## config.mk

```make
export PLATFORM = sky130hd
export DESIGN_NAME = disp_bcd_scan
export DESIGN_NICKNAME = d
export VERILOG_FILES = /design/src/rtl/disp_bcd_scan_pkg.sv /design/src/rtl/disp_bcd_scan_bin2bcd.sv /design/src/rtl/disp_bcd_scan.sv
export SDC_FILE = /design/constraint.sdc
export NUM_CORES = 1
export LEC_CHECK = 0
export ABC_AREA = 1
export CAP_MARGIN = 0
export CORE_MARGIN = 5
export CORE_UTILIZATION = 40
export CTS_CLUSTER_SIZE = 16
export DETAILED_ROUTE_END_ITERATION = 8
export GPL_TIMING_DRIVEN = 0
export PLACE_DENSITY_LB_ADDON = 0.15
export REMOVE_ABC_BUFFERS = 1
export SLEW_MARGIN = 15
export SYNTH_ARGS = -nofsm -noshare
export SYNTH_HDL_FRONTEND = slang
export SYNTH_HIERARCHICAL = 1
export SYNTH_SLANG_ARGS = --single-unit
```

## constraint.sdc

```tcl
create_clock -name clock -period 3.6 [get_ports clock]
set_clock_uncertainty 0.1 [all_clocks]
set_input_delay 0.54 -clock clock [delete_from_list [all_inputs] [get_ports clock]]
set_output_delay 0.54 -clock clock [all_outputs]
set_load 0.02 [all_outputs]
```

## src/rtl/disp_bcd_scan_pkg.sv

```systemverilog
// Shared types, widths and segment codes for the BCD display scanner.
// Holds the converter state encoding and the digit-to-segment table.
package disp_bcd_scan_pkg;

  localparam int unsigned BIN_W      = 16;
  localparam int unsigned BCD_W      = 20;
  localparam int unsigned BCD_DIGITS = BCD_W / 4;
  localparam int unsigned DIGITS     = 8;

  typedef enum logic [1:0] {
    StIdle,
    StShift,
    StDone
  } conv_state_e;

  // Active-high {dp,g,f,e,d,c,b,a}; entry k is the code for decimal digit k.
  localparam logic [9:0][7:0] SEG_TABLE = {
    8'h6F, 8'h7F, 8'h07, 8'h7D, 8'h6D, 8'h66, 8'h4F, 8'h5B, 8'h06, 8'h3F
  };

  localparam logic [7:0] SEG_BLANK = 8'h00;

  function automatic logic [7:0] seg_code(input logic [3:0] d);
    logic [7:0] code;
    code = SEG_BLANK;
    if (d <= 4'd9) begin
      code = SEG_TABLE[d];
    end
    return code;
  endfunction

  // Double-dabble correction: nibbles of 5 or more get +3 before the shift.
  function automatic logic [BCD_W-1:0] dabble_adjust(input logic [BCD_W-1:0] b);
    logic [BCD_W-1:0] r;
    r = b;
    for (int i = 0; i < int'(BCD_DIGITS); i++) begin
      if (r[4*i +: 4] >= 4'd5) begin
        r[4*i +: 4] = r[4*i +: 4] + 4'd3;
      end
    end
    return r;
  endfunction

endpackage

```

## src/rtl/disp_bcd_scan_bin2bcd.sv

```systemverilog
// Sequential double-dabble converter: one iteration per clock, 16 iterations,
// then a single DONE cycle; done pulses on the edge leaving DONE.
module bin2bcd_seq
  import disp_bcd_scan_pkg::*;
(
  input  logic             clock,
  input  logic             rst,
  input  logic             start,
  input  logic [BIN_W-1:0] bin,
  output logic             busy,
  output logic             done,
  output logic [BCD_W-1:0] bcd
);

  localparam int unsigned SHIFT_W = BCD_W + BIN_W;

  conv_state_e        state_q, state_d;
  logic [SHIFT_W-1:0] shift_q, shift_d;
  logic [SHIFT_W-1:0] adjusted;
  logic [3:0]         cnt_q, cnt_d;
  logic               done_q, done_d;

  always_comb begin
    state_d  = state_q;
    shift_d  = shift_q;
    cnt_d    = cnt_q;
    done_d   = 1'b0;
    adjusted = {dabble_adjust(shift_q[SHIFT_W-1:BIN_W]), shift_q[BIN_W-1:0]};
    unique case (state_q)
      StIdle: begin
        if (start) begin
          shift_d = {{BCD_W{1'b0}}, bin};
          cnt_d   = 4'd0;
          state_d = StShift;
        end
      end
      StShift: begin
        shift_d = {adjusted[SHIFT_W-2:0], 1'b0};
        cnt_d   = cnt_q + 4'd1;
        if (cnt_q == 4'd15) begin
          state_d = StDone;
        end
      end
      StDone: begin
        done_d  = 1'b1;
        state_d = StIdle;
      end
      default: state_d = StIdle;
    endcase
  end

  always_ff @(posedge clock or negedge rst) begin
    if (!rst) begin
      state_q <= StIdle;
      shift_q <= '0;
      cnt_q   <= 4'd0;
      done_q  <= 1'b0;
    end else begin
      state_q <= state_d;
      shift_q <= shift_d;
      cnt_q   <= cnt_d;
      done_q  <= done_d;
    end
  end

  assign busy = (state_q != StIdle);
  assign done = done_q;
  // Raw result field; only meaningful to the consumer while done is high.
  assign bcd  = shift_q[SHIFT_W-1:BIN_W];

endmodule

```

## src/rtl/disp_bcd_scan.sv

```systemverilog
// Eight-digit multiplexed 7-segment driver: converts value to BCD on change,
// then scans digits with optional leading-zero blanking.
module disp_bcd_scan
  import disp_bcd_scan_pkg::*;
#(
  parameter int unsigned SCAN_DIV   = 100000,
  parameter int unsigned BLANK_LEAD = 1
) (
  input  logic             clock,
  input  logic             rst,
  input  logic [BIN_W-1:0] value,
  output logic [7:0]       seg,
  output logic [7:0]       an,
  output logic [BCD_W-1:0] bcd,
  output logic             busy
);

  localparam int unsigned PRE_W = (SCAN_DIV > 1) ? $clog2(SCAN_DIV) : 1;
  localparam int unsigned FLAT_W = DIGITS * 4;

  logic [BIN_W-1:0]  last_value_q;
  logic              conv_start;
  logic              conv_busy;
  logic              conv_done;
  logic [BCD_W-1:0]  conv_bcd;
  logic [BCD_W-1:0]  bcd_q;

  logic [PRE_W-1:0]  pre_q, pre_d;
  logic [2:0]        idx_q, idx_d;
  logic [7:0]        seg_q, seg_d;
  logic [7:0]        an_q, an_d;

  logic [FLAT_W-1:0] digits_flat;
  logic [FLAT_W-1:0] upper;
  logic [3:0]        digit_sel;
  logic              blank;

  // Restart only from idle so a value changing mid-conversion is re-compared later.
  assign conv_start = !conv_busy && (value != last_value_q);

  bin2bcd_seq u_conv (
    .clock (clock),
    .rst   (rst),
    .start (conv_start),
    .bin   (value),
    .busy  (conv_busy),
    .done  (conv_done),
    .bcd   (conv_bcd)
  );

  always_ff @(posedge clock or negedge rst) begin
    if (!rst) begin
      last_value_q <= '0;
      bcd_q        <= '0;
    end else begin
      if (conv_start) begin
        last_value_q <= value;
      end
      if (conv_done) begin
        bcd_q <= conv_bcd;
      end
    end
  end

  always_comb begin
    pre_d = pre_q + PRE_W'(1);
    idx_d = idx_q;
    if (pre_q == PRE_W'(SCAN_DIV - 1)) begin
      pre_d = '0;
      idx_d = idx_q + 3'd1;
    end
  end

  // Digits above the BCD width read as zero.
  always_comb begin
    digits_flat = {{(FLAT_W - BCD_W){1'b0}}, bcd_q};
    upper       = digits_flat >> {idx_q, 2'b00};
    digit_sel   = upper[3:0];
    blank       = (BLANK_LEAD != 0) && (idx_q != 3'd0) && (upper == '0);
    seg_d       = blank ? SEG_BLANK : seg_code(digit_sel);
    an_d        = 8'b1 << idx_q;
  end

  always_ff @(posedge clock or negedge rst) begin
    if (!rst) begin
      pre_q <= '0;
      idx_q <= 3'd0;
      seg_q <= SEG_TABLE[0];
      an_q  <= 8'h01;
    end else begin
      pre_q <= pre_d;
      idx_q <= idx_d;
      seg_q <= seg_d;
      an_q  <= an_d;
    end
  end

  assign seg  = seg_q;
  assign an   = an_q;
  assign bcd  = bcd_q;
  assign busy = conv_busy;

endmodule

```

Word-level counts from Yosys, hierarchy flattened
Memories as Yosys holds them, arrays and structs flattened.
Index checks and enable logic that the tools add are counted.
{"block": "totals", "word_cells": 62, "in_bits": 18, "out_inout_bits": 37, "romBits": 128, "mem_count": 1, "register_bits": 115}
{"name": "(name not given)", "words": 16, "width": 8, "read_ports": 1, "rd_clocked_by_memory_dff": 0, "wr": 0, "line_no": "disp_bcd_scan_pkg.sv:27", "source": "code = SEG_TABLE[d];"}
{"block": "classes", "n_shift": 2, "mux": 17, "add_sub_neg": 8, "eq_ne": 7, "reduce_logical": 10, "order_cmp": 7}
{"cell": "case mux 36 bit (2 select lines)", "count": 1}
{"cell": "two-way mux 36 bit", "count": 1}
{"cell": "zero test 32 bit", "count": 1}
{"cell": ">> shifter 20 x 5 -> 32 bit", "count": 1}
{"cell": "two-way mux 8 bit", "count": 3}
{"cell": ">= comparator 4 x 3 -> 1 bit, second input constant", "count": 5}
{"cell": "two-way mux 4 bit", "count": 5}
{"cell": "adder 17 x 1 -> 17 bit, second input constant", "count": 1}
{"cell": "equality test 17 bit, second input constant", "count": 1}
{"cell": "two-way mux 17 bit", "count": 1}
{"cell": "adder 4 x 2 -> 4 bit, second input constant", "count": 4}
{"cell": "!= test 16 bit", "count": 1}
{"cell": "case mux 4 bit (2 select lines)", "count": 1}
{"cell": "left shift 1 x 3 -> 8 bit, first input constant", "count": 1}
{"cell": "less-than comparator 4 x 5 -> 1 bit, second input constant", "count": 1}
{"cell": "adder 4 x 1 -> 4 bit, second input constant", "count": 1}
{"cell": "equality test 4 bit, second input constant", "count": 1}
{"cell": "less-or-equal comparator 4 bit, second input constant", "count": 1}
{"cell": "two-way mux 2 bit", "count": 2}
{"cell": "case mux 2 bit (2 select lines)", "count": 1}
{"cell": "AND reduction 2 bit", "count": 2}
{"cell": "nonzero test 2 bit", "count": 2}
{"cell": "adder 3 x 1 -> 3 bit, second input constant", "count": 1}
{"cell": "adder 3 x 2 -> 3 bit, second input constant", "count": 1}
{"cell": "other kinds (10)", "count": 11}

Depth between registers and ports, before layout
Gate-level depths: netlist of the first run.
{"block": "logic_depth", "word_depth": 5, "ltp_mapped": 14, "ltp_nobuf": 13}

Cells and area by module
The synthesis of the first run kept the hierarchy.
{"mod": "disp_bcd_scan", "n_inst": 1, "seq_area_each_um2": 1785.5, "cells_each": 456, "area_each_um2": 3853.7}
{"mod": "bin2bcd_seq", "n_inst": 1, "seq_area_each_um2": 1076.0, "cells_each": 290, "area_each_um2": 2264.7}

Least setup slack after synthesis of the first run
OpenSTA, ideal clock, no wires.
{"block": "synth_timing", "kind": "reg-to-reg", "from": "register idx_q[0]", "to": "register seg_q[6], in the netlist seg[6]", "period_less_slack_ps": 2088, "arrival_ps": 1864, "setup_time_ps": 124, "stages_incl_launch_ff": 13, "setup_slack_ps": 1512, "path_buffers": 2, "required_ps": 3376, "cell_sequence": "dfrtp_1 buf_6 buf_4 o211ai_1 nand3_1 nand2_1 inv_1 ha_1 or2_2 nand2_2 nand2_4 nand2_1 a21oi_1"}
{"block": "synth_between", "elab_chain_cells": 5, "word_cells_on_any_way": 9, "classes_between": "1 x order compare; 1 x shift; 3 x mux; 3 x reduce/logical; 1 x memory"}
{"item": "start, declared", "line_no": "disp_bcd_scan.sv:29", "source": "logic [2:0] idx_q, idx_d;"}
{"item": "start signal, assigned", "line_no": "disp_bcd_scan.sv:92", "source": "idx_q <= idx_d;"}
{"item": ">> shifter 20 x 5 -> 32 bit", "line_no": "disp_bcd_scan.sv:77", "source": "upper = digits_flat >> {idx_q, 2'b00};"}
{"item": "memory read (16 x 8 bit)"}
{"item": "two-way mux 8 bit (not written as such)", "line_no": "disp_bcd_scan_pkg.sv:27"}
{"item": "two-way mux 8 bit", "line_no": "disp_bcd_scan_pkg.sv:26", "source": "if (d <= 4'd9) begin"}
{"item": "two-way mux 8 bit (*)", "line_no": "disp_bcd_scan.sv:80", "source": "seg_d = blank ? SEG_BLANK : seg_code(digit_sel);"}
{"item": "net seg_d[6]", "line_no": "disp_bcd_scan.sv:30", "source": "logic [7:0] seg_q, seg_d;"}
{"item": "end signal, assigned", "line_no": "disp_bcd_scan.sv:88", "source": "seg_q <= SEG_TABLE[0];"}
{"item": "end signal, assigned", "line_no": "disp_bcd_scan.sv:93", "source": "seg_q <= seg_d;"}
{"item": "end, declared", "line_no": "disp_bcd_scan.sv:30"}
The timed path passes the listed nets; every way through them passes the cells marked *. The select of a mux whose other input is x is not followed.
A chain may end at the register's enable or synchronous reset.

Worst setup path after layout of the first run
{"block": "layout_timing", "from": "input value[15]", "to": "register u_conv.shift_q[20]"}
{"block": "layout_between", "elab_chain_cells": 4}
{"item": "start, declared", "line_no": "disp_bcd_scan.sv:11", "source": "input logic [BIN_W-1:0] value,"}
{"item": "!= test 16 bit", "line_no": "disp_bcd_scan.sv:39", "source": "assign conv_start = !conv_busy && (value != last_value_q);"}
{"item": "logical AND 1 bit", "line_no": "disp_bcd_scan.sv:39"}
{"item": "net conv_start", "line_no": "disp_bcd_scan.sv:22", "source": "logic conv_start;"}
{"item": "!= test 2 bit (no line)"}
{"item": "AND reduction 2 bit (no line)"}
{"item": "end signal, assigned", "line_no": "disp_bcd_scan_bin2bcd.sv:60", "source": "shift_q <= shift_d;"}
{"item": "end, declared", "line_no": "disp_bcd_scan_bin2bcd.sv:18", "source": "logic [SHIFT_W-1:0] shift_q, shift_d;"}
The timed path passes the listed nets, and every way through them passes these cells.

==> impl_metrics.toml, run 1 <==
[logic_synthesis]
ys_seq_area_frac = 0.468
synth_warnings = 6
synth-seq-cells = 114
ys_dominant_reg_cell = "dfrtp_1"
yosysUniqueCellTypes = 41
synth_area_leaders = "dfrtp_1 (44%), nand2_1 (15%), nand3_1 (6.4%), ha_1 (4.9%), inv_1 (4.4%)"
async_reset_ff_frac = 1.00
synth_cells = 746
netlist.area_leader.share = 0.438
avgSynthCellArea_um2 = 8.20
synth_edf_count = 0
synth_area_mm2 = 0.00612
synth_top_area_cell = "dfrtp_1"

[timing]
finalSetupViolCount = 0
rsz0062_at_grt = "no"
period_share = 0.786
max_freq_ghz = 0.354
worst_slew_pin_slew_ns = 0.998
worst_slack_ns = 0.772
hold_violations = 0
slew_viol_final = 0
maxSlewHeadroom = 0.335
finalCriticalPeriod_ns = 2.83

[flow_run]
cap_viol_max_count = 0

[setup_path]
critical_path_class = "input port to flop"
crit_top_cell = "nand2_4"
slowest_delay_ns = 0.55
cp_slowest_cell = "clkdlybuf4s50_1"
startpoint_type = "input port"
required_ns = 3.83
end_kind = "flop"
path_cells = "clkdlybuf4s50_1 -> xnor2_1 -> nand4_1 -> nor2_1 -> nand2_4 -> nand2_4 -> inv_1 -> nand2_2 -> nand2_4 -> inv_2 -> nand2_1 -> o21ai_1"
arrival_ns = 3.05
cp_max_fo = 32

[placement]
place_area_mm2 = 0.00673
dp.cells = 964
gp_congestion = 0.816
hpwlAfterDp_um = 9010
dp_slack_ns = 0.348
portBuffers = 53

[global_routing]
grt_pass1_vias = 4756
overflow = 0
grt_pass1_wl_um = 22500
grt_usage = 0.154
antenna_found_initial = 0
grt_start_max_net_pins = 69

[clock_network]
numCtsBuffers = 17
clockBufferDepth = 2
htree_levels = 4
cts.sinks = 114
cts_tree = "done"
postCtsSetupBuffers = 0
clk_latency_ns = 0.41
clk_pin_slew_ns = 0.05
root_buffer = "clkbuf_16"
cts_resized = 0

[cells_and_area]
drive_gt1_frac = 0.106
antennaDiodeCount = 0
layout_common_cells = "nand2_1 (251), dfrtp_1 (107), nand3_1 (78)"
finalInstanceArea_mm2 = 0.00738
instances_no_fill = 997
finalNetCount = 838
final_common_cell = "nand2_1"
area_delta_synth_final_pct = 20.6

[floorplanning]
die_area_mm2 = 0.0179
io_pins = 55
core_area_mm2 = 0.0151
initial_core_util = 0.405
rows = 45
die_h_um = 134
die_x_um = 134

[routing]
vias = 4910
first_pass_iters = 5
routedWlPerCell_um = 13.0
drt_wl_total_um = 13000
via_per_inst = 4.92
antenna_left = 0
drtIter0Drc = 345
route.detailed.drc = 0

[outcome]
status = "complete, no violations"

[power_and_ir_drop]
p_leak_nw = 3.65
vdd_drop_max_mv = 0.418
p_per_area_mw_per_mm2 = 857

[hold_path]
hold_path.class = "flop to flop"
[what timing repair did]
item / 4_1_cts / 5_1_grt
hold buffers: 1 / 0
endpoints found under the setup margin: 0 / 0
hold endpoints to repair: 46 / 0
[path summary, 6_finish.rpt]
check	start	to	slack (ns)	cells after the start
worst max-delay path	value[15]	u_conv/shift_q[20]	0.77	12
worst min-delay path	pre_q[0]	pre_q[0]	0.37	1
worst max register to register	u_conv/state_q[0]	u_conv/shift_q[20]	0.86	10
worst min register to register	pre_q[0]	pre_q[0]	0.37	1
max in group asynchronous	rst	seg[5]	2.18	3
min in group asynchronous	rst	bcd[12]	0.54	2
[where the power goes]
group / total [mW] / leakage (nW) / switching (mW) / internal (mW)
clock network: 1.82 / 0.317 / 0.559 / 1.26
logic: 2.38 / 1.90 / 1.44 / 0.944
registers: 2.13 / 1.43 / 0.375 / 1.75
total: 6.32 / 3.65 / 2.37 / 3.95
[Yosys cell counts, types with 2 or more instances]
library cell	number
or2_2	3
nor3_1	2
o211ai_1	3
inv_2	3
inv_1	72
buf_6	9
nand3_2	4
nor2_4	3
inv_4	3
nand4_1	19
a31oi_1	2
o21ai_0	27
dfrtp_1	107
buf_4	6
dfstp_2	7
mux2_2	7
nand3b_1	2
nand3_1	78
o22ai_1	4
xnor2_1	9
nand2_2	8
clkbuf_1	5
o21ai_1	7
nor2_2	3
a21oi_1	20
nand2_1	251
nor3_2	3
nor2_1	27
ha_1	24
buf_2	4
nand2_4	7
xor2_1	8
[worst max-delay path, delay by kind of cell]
family	cells	cell delay, ns
XOR/XNOR	1	0.14
buffers and inverters	3	1.12
AO/OA/AOI/OAI	1	0.12
AND/OR/NAND/NOR	7	1.12
[state kept, by name, indices dropped and copies added, names as in the netlist]
| register | flops |
|---|---|
| an | 8 |
| u_conv/cnt_q | 4 |
| seg | 7 |
| u_conv/state_q | 2 |
| pre_q | 17 |
| u_conv/done | 1 |
| u_conv/shift_q | 36 |
| last_value_q | 16 |
| bcd | 20 |
| idx_q | 3 |
[cells by family (layout without fill, tap and decap cells)]
family	Yosys count	count (layout)	share of synthesized area
AOI/OAI and AO/OA	66	66	0.0581
buffers and inverters	104	167	0.0808
and+or+nand+nor	413	413	0.307
adders and majority gates	24	24	0.0491
DFF	114	114	0.468
muxes	7	7	0.0129
xor gates and xnor gates	17	17	0.0243
other	1	1	0.000613
[through the flow]
stage / total power [mW] / TNS (ns) / hold slack, ns / util
after floorplan: 3.72 / 0 / 0.144 / -
after global placement: 4.46 / -288.26 / 0.349 / 0.444
after detailed placement: 4.53 / 0 / 0.359 / 0.446
after CTS: 6.39 / 0 / 0.366 / 0.489
after global routing: 6.82 / 0 / 0.382 / 0.489
final: 6.32 / 0 / 0.370 / 0.489
[metal layers]
layer  up-vias  track usage  routed length, µm
met5         -            0                  0
met4         0       0.0583                178
met3        16       0.0393                515
met2       102        0.243               6070
met1      2289        0.203               6240
li1       2503            -                  -
[cell type report]
cell class              count  area [µm²]
clock inverters            11         183
flip-flops and latches    114        2860
well taps                 188         235
inverters                  80         309
fillers                  1447        7710
repair buffers             55         569
clock buffers              21         460
multi-input cells         528        2760
(Power assumes the default switching activity.)
==> inputs of run 2 (changes only) <==
==> constraint.sdc (replaced) <==
create_clock -name clock -period 2.6 [get_ports clock]
set_clock_uncertainty 0.1 [all_clocks]
set_input_delay 0.39 -clock clock [delete_from_list [all_inputs] [get_ports clock]]
set_output_delay 0.39 -clock clock [all_outputs]
set_load 0.02 [all_outputs]
==> impl_metrics.toml, run 2 (synthesis gave the netlist of run 1 again) <==
[cells_and_area]
fin_util = 0.490
antennaDiodeCount = 0
drive_gt1_frac = 0.109
finalNetCount = 838
multi_input_area_mm2 = 0.00276
nFillCells = 1451
largest_reg_flops = 36
area_delta_synth_final_pct = 20.8
regMostFlops = "u_conv/shift_q"
regArea_mm2 = 0.00286
final_common_cell = "nand2_1"
layout_common_cells = "nand2_1 (251), dfrtp_1 (106), nand3_1 (78)"

[placement]
hpwlAfterDp_um = 9010
gp_congestion = 0.816
portBuffers = 53

[floorplanning]
die_area_mm2 = 0.0179
rows = 45
die_x_um = 134
initial_core_util = 0.405
core_area_mm2 = 0.0151
die_h_um = 134
io_pins = 55

[timing]
worst_slew_pin_slew_ns = 1.02
finalSetupTns_ns = 0
rsz0062_at_grt = "no"
max_freq_ghz = 0.420
finalSetupViolCount = 0
slew_viol_final = 0
period_share = 0.917
hold_violations = 0
whs_ns = 0.368
maxSlewHeadroom = 0.322
finalCriticalPeriod_ns = 2.38

[setup_path]
path_cells = "clkdlybuf4s50_1 -> inv_1 -> or2_2 -> nand4_1 -> nor3_2 -> nand2_4 -> nand2_4 -> inv_1 -> nand2_2 -> nor2_4 -> nor2_1 -> o21a_1"
arrival_ns = 2.58
required_ns = 2.80
cp_slowest_cell = "clkdlybuf4s50_1"
critical-path-top-delay-family = "simple AND/OR/NAND/NOR gates"
slowest_delay_ns = 0.50
cp_max_fo = 17
critical_path_class = "input port to flop"
end_kind = "flop"
crit_buf_inv = 3
startpoint_type = "input port"

[global_routing]
grt_start_max_net_pins = 69
grt_pass1_wl_um = 22600
overflow = 0
grt_pass1_vias = 4770
antenna_found_initial = 0
grt_usage = 0.154

[power_and_ir_drop]
switching_share = 0.376
cell_internal_pwr_mw = 5.48
pwr-share-comb = 0.378
p_leak_nw = 3.64
vdd_drop_max_mv = 0.581
seq_power_share = 0.336
p_switching_mw = 3.31
p_clk_frac = 0.286
p_per_area_mw_per_mm2 = 1190
power.total_mw = 8.79

[clock_network]
cts_tree = "done"
htree_levels = 4
clk_pin_slew_ns = 0.05
clk_latency_ns = 0.41
clockBufferDepth = 2
numCtsBuffers = 17
root_buffer = "clkbuf_16"
cts.sinks = 114

[routing]
route.detailed.drc = 0
drt_wl_total_um = 13100
wl_met2_um = 6100
via_per_inst = 4.94
vias = 4930
top_layer_used = "met4"
routedWlPerCell_um = 13.1
wl_met3_um = 529
first_pass_iters = 4
drt-met1-wl_um = 6250
drtIter0Drc = 300
antenna_left = 0

[hold_path]
hold_path.class = "flop to flop"

[flow_run]
cap_viol_max_count = 0

[outcome]
status = "complete, no violations"
## run 2: cell type report
class / instances / share of cell area
Clock buffer: 21 / 0.0623
Clock inverter: 11 / 0.0247
Inverter: 80 / 0.0433
Multi-Input combinational cell: 528 / 0.374
Sequential cell: 114 / 0.387
Tap cell: 188 / 0.0318
Timing Repair Buffer: 55 / 0.0770
## run 2: final timing paths
kind,start,endpoint,slack [ns],cells after the start
max,value[4],u_conv/cnt_q[3],0.22,12
min,pre_q[0],pre_q[0],0.37,1
min reg2reg,pre_q[0],pre_q[0],0.37,1
min in group asynchronous,rst,bcd[12],0.39,2
max reg2reg,idx_q[1],seg[6],0.26,11
max in group asynchronous,rst,seg[5],1.32,3
## run 2: repair_timing
action / in CTS / in global routing
hold buffers: 1 / 0
gates resized for setup: 1 / 4
setup buffers: 0 / 0
endpoints found under the setup margin: 32 / 39
hold endpoints to repair: 46 / 0
## run 2: power groups by stage
stage | registers, mW | logic [mW] | clock network (mW)
final | 2.95 | 3.32 | 2.52
after CTS | 2.95 | 3.33 | 2.57
after global routing | 3.04 | 3.75 | 2.68
after detailed placement | 2.97 | 3.31 | 0
after global placement | 2.96 | 3.21 | 0
after floorplan | 3.08 | 2.06 | 0
## run 2: metal layers
metal  vias up  track usage
met3        20       0.0393
met1      2304        0.203
met2       100        0.244
li1       2506            -
met4         0       0.0594
met5         -            0
## run 2: through the flow
step	std cells	instance area, µm²	setup slack, ns
global route	997	7390	0.0279
finish	997	7390	0.217
detailed placement	964	6730	-0.502
global placement	963	6700	-3.47
floorplan	722	5930	0.433
CTS	997	7380	0.0214
==> inputs of run 3 (changes only) <==
--- a/config.mk
+++ b/config.mk
@@ -11,6 +11,7 @@
 export CORE_UTILIZATION = 40
 export CTS_CLUSTER_SIZE = 16
 export DETAILED_ROUTE_END_ITERATION = 8
+export GPL_ROUTABILITY_DRIVEN = 1
 export GPL_TIMING_DRIVEN = 0
 export PLACE_DENSITY_LB_ADDON = 0.15
 export REMOVE_ABC_BUFFERS = 1
==> results of run 3 <==
No change in the layout: final DEF, timing and power equal those of run 2.
